File: src/rtl/irq_collector.sv
// irq_collector: device interrupt front end feeding the coprocessor cause logic.
// Each of lines 1..30 goes through a two-flop synchroniser and a run-length glitch
// filter. Rising-edge detection follows the filter. The block emits registered
// one-cycle cause pulses on ir_map. Level-type lines are re-pulsed on every
// repeat tick while they remain asserted.
module irq_collector #(
    parameter logic [30:1] EDGE_MASK    = 30'h0,
    parameter int          FILTER_LEN   = 4,
    parameter int          LEVEL_REPEAT = 100000
) (
    input  logic        clk,
    input  logic        rst_n,
    input  logic [30:1] irq_in,
    input  logic [30:1] irq_mask,
    output logic [30:1] ir_map,
    output logic [30:1] irq_level,
    output logic        tick
);

    localparam int              CNT_W    = $clog2(FILTER_LEN) + 1;
    localparam logic [CNT_W-1:0] CNT_LAST = CNT_W'(FILTER_LEN - 1);

    // Synchroniser stages: p0 is the metastability catcher, p1 feeds the filter.
    logic [30:1]      r_sync_p0;
    logic [30:1]      r_sync_p1;

    // Filter state. r_level is the accepted level, r_level_q is its previous value
    // and serves as edge history.
    logic [CNT_W-1:0] r_cnt [1:30];
    logic [30:1]      r_level;
    logic [30:1]      r_level_q;

    logic [CNT_W-1:0] w_cnt_nxt [1:30];
    logic [30:1]      w_level_nxt;
    logic [30:1]      w_rise;
    logic [30:1]      w_map_nxt;

    logic [30:1]      r_map;
    logic             r_tick;

    // Two-flop synchroniser. Nothing other than p1 reads p0.
    always_ff @(posedge clk or negedge rst_n) begin
        if (!rst_n) begin
            r_sync_p0 <= '0;
            r_sync_p1 <= '0;
        end else begin
            r_sync_p0 <= irq_in;
            r_sync_p1 <= r_sync_p0;
        end
    end

    // Glitch filter: accept a new level once it has differed from the accepted level for FILTER_LEN cycles in a row.
    always_comb begin
        w_level_nxt = r_level;
        for (int i = 1; i <= 30; i++) begin
            w_cnt_nxt[i] = r_cnt[i];
            if (r_sync_p1[i] == r_level[i]) begin
                w_cnt_nxt[i] = '0;
            end else if (r_cnt[i] == CNT_LAST) begin
                w_level_nxt[i] = r_sync_p1[i];
                w_cnt_nxt[i]   = '0;
            end else begin
                w_cnt_nxt[i] = r_cnt[i] + CNT_W'(1);
            end
        end
    end

    // Filter registers and level history.
    always_ff @(posedge clk or negedge rst_n) begin
        if (!rst_n) begin
            for (int i = 1; i <= 30; i++) begin
                r_cnt[i] <= '0;
            end
            r_level   <= '0;
            r_level_q <= '0;
        end else begin
            for (int i = 1; i <= 30; i++) begin
                r_cnt[i] <= w_cnt_nxt[i];
            end
            r_level   <= w_level_nxt;
            r_level_q <= r_level;
        end
    end

    // The cause pulse is the accepted rising edge, or a level line seen on a tick.
    // The mask gates the pulse that is being computed in the current cycle.
    always_comb begin
        w_rise    = r_level & ~r_level_q;
        w_map_nxt = irq_mask & (w_rise | (~EDGE_MASK & {30{r_tick}} & r_level));
    end

    // Registered cause pulses.
    always_ff @(posedge clk or negedge rst_n) begin
        if (!rst_n) begin
            r_map <= '0;
        end else begin
            r_map <= w_map_nxt;
        end
    end

    generate
        if (LEVEL_REPEAT > 0) begin : g_repeat
            localparam int           RW    = (LEVEL_REPEAT > 1) ? $clog2(LEVEL_REPEAT) : 1;
            localparam logic [RW-1:0] RLAST = RW'(LEVEL_REPEAT - 1);
            logic [RW-1:0] r_rcnt;

            // Free-running repeat counter; tick follows each wrap by one cycle.
            always_ff @(posedge clk or negedge rst_n) begin
                if (!rst_n) begin
                    r_rcnt <= '0;
                    r_tick <= 1'b0;
                end else begin
                    r_tick <= (r_rcnt == RLAST);
                    r_rcnt <= (r_rcnt == RLAST) ? '0 : r_rcnt + RW'(1);
                end
            end
        end else begin : g_no_repeat
            // Re-pulsing is disabled, so the tick stays low.
            always_ff @(posedge clk or negedge rst_n) begin
                if (!rst_n) begin
                    r_tick <= 1'b0;
                end else begin
                    r_tick <= 1'b0;
                end
            end
        end
    endgenerate

    assign ir_map    = r_map;
    assign irq_level = r_level;
    assign tick      = r_tick;

endmodule
File: config.mk
export PLATFORM = sky130hd
export DESIGN_NAME = irq_collector
export DESIGN_NICKNAME = d
export VERILOG_FILES = /design/src/rtl/irq_collector.sv
export SDC_FILE = /design/constraint.sdc
export NUM_CORES = 1
export LEC_CHECK = 0
export BUFFER_PORTS_ARGS = -buffer_cell sky130_fd_sc_hd__buf_2
export CAP_MARGIN = 30
export CORE_ASPECT_RATIO = 1.1
export CORE_UTILIZATION = 35
export CTS_CLUSTER_DIAMETER = 150
export DETAILED_ROUTE_END_ITERATION = 8
export HOLD_SLACK_MARGIN = 0.12
export PLACE_DENSITY = 0.58
export SLEW_MARGIN = 10
export SYNTH_ARGS = -nofsm -noshare
export SYNTH_HDL_FRONTEND = slang
export SYNTH_SLANG_ARGS = --single-unit
export TNS_END_PERCENT = 100
File: constraint.sdc
create_clock -name clk -period 4.24 [get_ports clk]
set_clock_uncertainty 0.2 [all_clocks]
set_input_delay 1.272 -clock clk [delete_from_list [all_inputs] [get_ports clk]]
set_output_delay 1.272 -clock clk [all_outputs]
set_load 0.005 [all_outputs]
==> flow_summary.yaml <==
synthesis:
  ys.flop_type: "dfrtp_1"
  synth_edf_count: 0
  synth_seq_area_share_pct: 72.78
  synth_common_cells: "dfrtp_1 (258), nor3b_1 (55), xnor2_1 (41)"
  syn_area_um2: 8871
  synth_area_leader_cell: "dfrtp_1"
  synth_xor_area_share_pct: 4.443
  async_flop_share_pct: 100.0
  syn_inst: 591
  synthAdderAreaFrac_pct: 4.372
  yosysMostFrequentCell: "dfrtp_1"
  synth_compound_area_share_pct: 1.693
  synth_top_family_by_area: "simple AND/OR/NAND/NOR gates"
  yosys-top-cells-area: "dfrtp_1 (73%), nor3b_1 (4.7%), ha_1 (4.4%)"
  ys.warnings.count: 0
  ys_types: 21
  synthSimpleGateAreaFrac_pct: 12.65
  yosysTopAreaCellShare_pct: 72.78
  synth_nets: 684
  synth.area.mux_share_pct: 3.808
  syn_avg_cell_area_um2: 15.01
  ys_ff_latch: 258
setup_path:
  start_kind: "register"
  cp_max_fo: 5
  worst-setup-path-type: "reg2out"
  crit_chain: "buf_2"
  cp.required_ns: 2.77
  r2r_start: "g_repeat.r_rcnt[0]$_DFF_PN0_"
  rrSetupSlack_ns: 2.20
  path_buf_inv: 1
  crit_family: "flip-flops"
  cp_data_arrival_time_ns: 1.14
  reg2reg_depth: 5
  critPathMaxStageDelay_ns: 0.46
  cp_slowest_cell: "dfrtp_1"
  end_kind: "output pin"
  r2r-end: "g_repeat.r_rcnt[10]$_DFF_PN0_"
place:
  gp_congestion: 0.7054
  pre_cts_slack_ns: 1.733
  hpwlAfterDp_um: 9091
  placed_area_um2: 9920
  io_buffers: 122
timing:
  min_period_ns: 2.611
  setup_tns_ns: 0
  finalCritPeriodShare_pct: 61.59
  fmax_mhz: 382.9
  setup_viol: 0
  worst_pin_slew_ns: 0.6676
  slew_headroom_pct: 55.50
  rsz0062_at_grt: "false"
  worst_slack_ns: 1.629
  maxSlewViolCount: 0
  hold_viol: 0
  timing.hold.ws_ns: 0.1426
global_route:
  grtUsageMet1_pct: 15.78
  gr-usage-met2_pct: 18.04
  grt_pass1_wl_um: 24400
  antenna_found_initial: 0
  grt_max_degree: 86
  grt_usage_pct: 11.52
  grt_pass1_vias: 4930
  grt_use_met3_pct: 2.535
  grt_overflow: 0
  busiest_layer: "met2"
finish:
  fillers: 2244
  drive_gt1_share_pct: 26.32
  finish.utilization_pct: 43.96
  syn_to_final_growth_pct: 22.38
  fin_area_um2: 10860
  fin_nets: 836
  antenna_cells: 0
route:
  drc: 0
  vias: 4813
  via_per_inst: 4.498
  wl_per_cell_um: 13.13
  drtIter0Drc: 224
  first_pass_iters: 4
  drt-total-wl_um: 14050
  antenna_left: 0
power_and_ir_drop:
  p_leak_nw: 5.190
  power_density_nw_per_um2: 651.6
  vdd_drop_max_v: 0.0003164
clock_network:
  cts_setup_buffers: 0
  clock_sinks: 258
  htreeDepth: 1
  cts_tree: "yes"
  cts.path.max_buffers: 3
  cts-root-buf: "clkbuf_16"
  clkLatencyLatePin_ns: 0.52
  cts_buffers: 28
  clk_transition_reported_paths_ns: 0.06
  cts_resized: 0
  holdBufCountCts: 0
worst_hold_path:
  hold_path.class: "reg2reg"
  hold_start: "r_sync_p0[23]$_DFF_PN0_"
  hold-path-endpoint: "r_sync_p1[23]$_DFF_PN0_"
  min_delay_path_depth: 0
status:
  status: "completed"
die:
  die_h_um: 169.0
  die_x_um: 153.8
  core_area_um2: 24700
  die_area_um2: 25990
  initial_core_util_pct: 35.92
  io_pins: 123
  rows: 60
job:
  maxCapViolations: 0
[cell type report]
class                      instances  area [um2]  share of cell area [%]
sequential                       258        6456                   59.47
multi-input combinational        327        2392                   22.04
clock buffer                      40       827.0                   7.618
timing repair buffer             126       675.6                   6.223
tap                              310       387.9                   3.573
clock inverter                     7       110.1                   1.014
inverter                           2       7.507                 0.06915
[worst max-delay path by stage]
stage / start / to / slack [ns] / cells after the start
2_1_floorplan: irq_level[10]$_DFFE_PN0P_ / irq_level[10] / 2.37 / 0
4_1_cts: irq_level[5]$_DFFE_PN0P_ / irq_level[5] / 1.57 / 1
5_1_grt: irq_level[5]$_DFFE_PN0P_ / irq_level[5] / 1.54 / 1
3_5_place_dp: rst_n / r_sync_p0[29]$_DFF_PN0_ / 1.73 / 2
6_report: irq_level[5]$_DFFE_PN0P_ / irq_level[5] / 1.63 / 1
3_3_place_gp: rst_n / ir_map[4]$_DFF_PN0_ / 1.75 / 2
[state kept, by name, indices dropped and copies added (netlist names)]
| signal | count |
|---|---|
| g_repeat.r_rcnt | 17 |
| ir_map | 30 |
| irq_level | 30 |
| r_cnt | 90 |
| r_level_q | 30 |
| r_sync_p0 | 30 |
| r_sync_p1 | 30 |
| tick | 1 |
[routing by layer]
layer | up-vias | routed length, um
li1 | 2332 | -
met1 | 2359 | 6614
met2 | 95 | 6494
met3 | 27 | 657
met4 | 0 | 279
met5 | - | 0
[logic make-up after synthesis]
family / Yosys count
xor+xnor: 45
mux: 30
fa+ha+maj: 31
buf+inv: 6
simple gates: 191
flops: 258
compound gates: 30
[where the power goes]
part	switching, W	internal (W)	leakage (nW)
Combinational	0.000534	0.000663	1.47
Sequential	0.000366	0.00308	3.25
Clock	0.000914	0.00152	0.464
[cells in the final DEF, fill, tap and decap left out, drive strengths merged]
cell and instances:
inv 2, nand3 5, dfrtp 258, nor3 34, nor2 11, or4b 1, or3 1, xnor2 41
xor2 4, ha 31, bufinv 3, nand4b 1, nor3b 55, buf 126, clkbuf 40, nand4 4
nand2 38, nor2b 36, clkinv 4, and4 2, a21oi 30, nor4 3, mux2 30
[per-stage QoR]
step	std cells	total power [W]
2_1_floorplan	591	0.004204
3_3_place_gp	1023	0.004671
3_5_place_dp	1023	0.004727
4_1_cts	1070	0.007222
5_1_grt	1070	0.007569
6_report	1070	0.007075
Power figures use the tool's default switching activity.
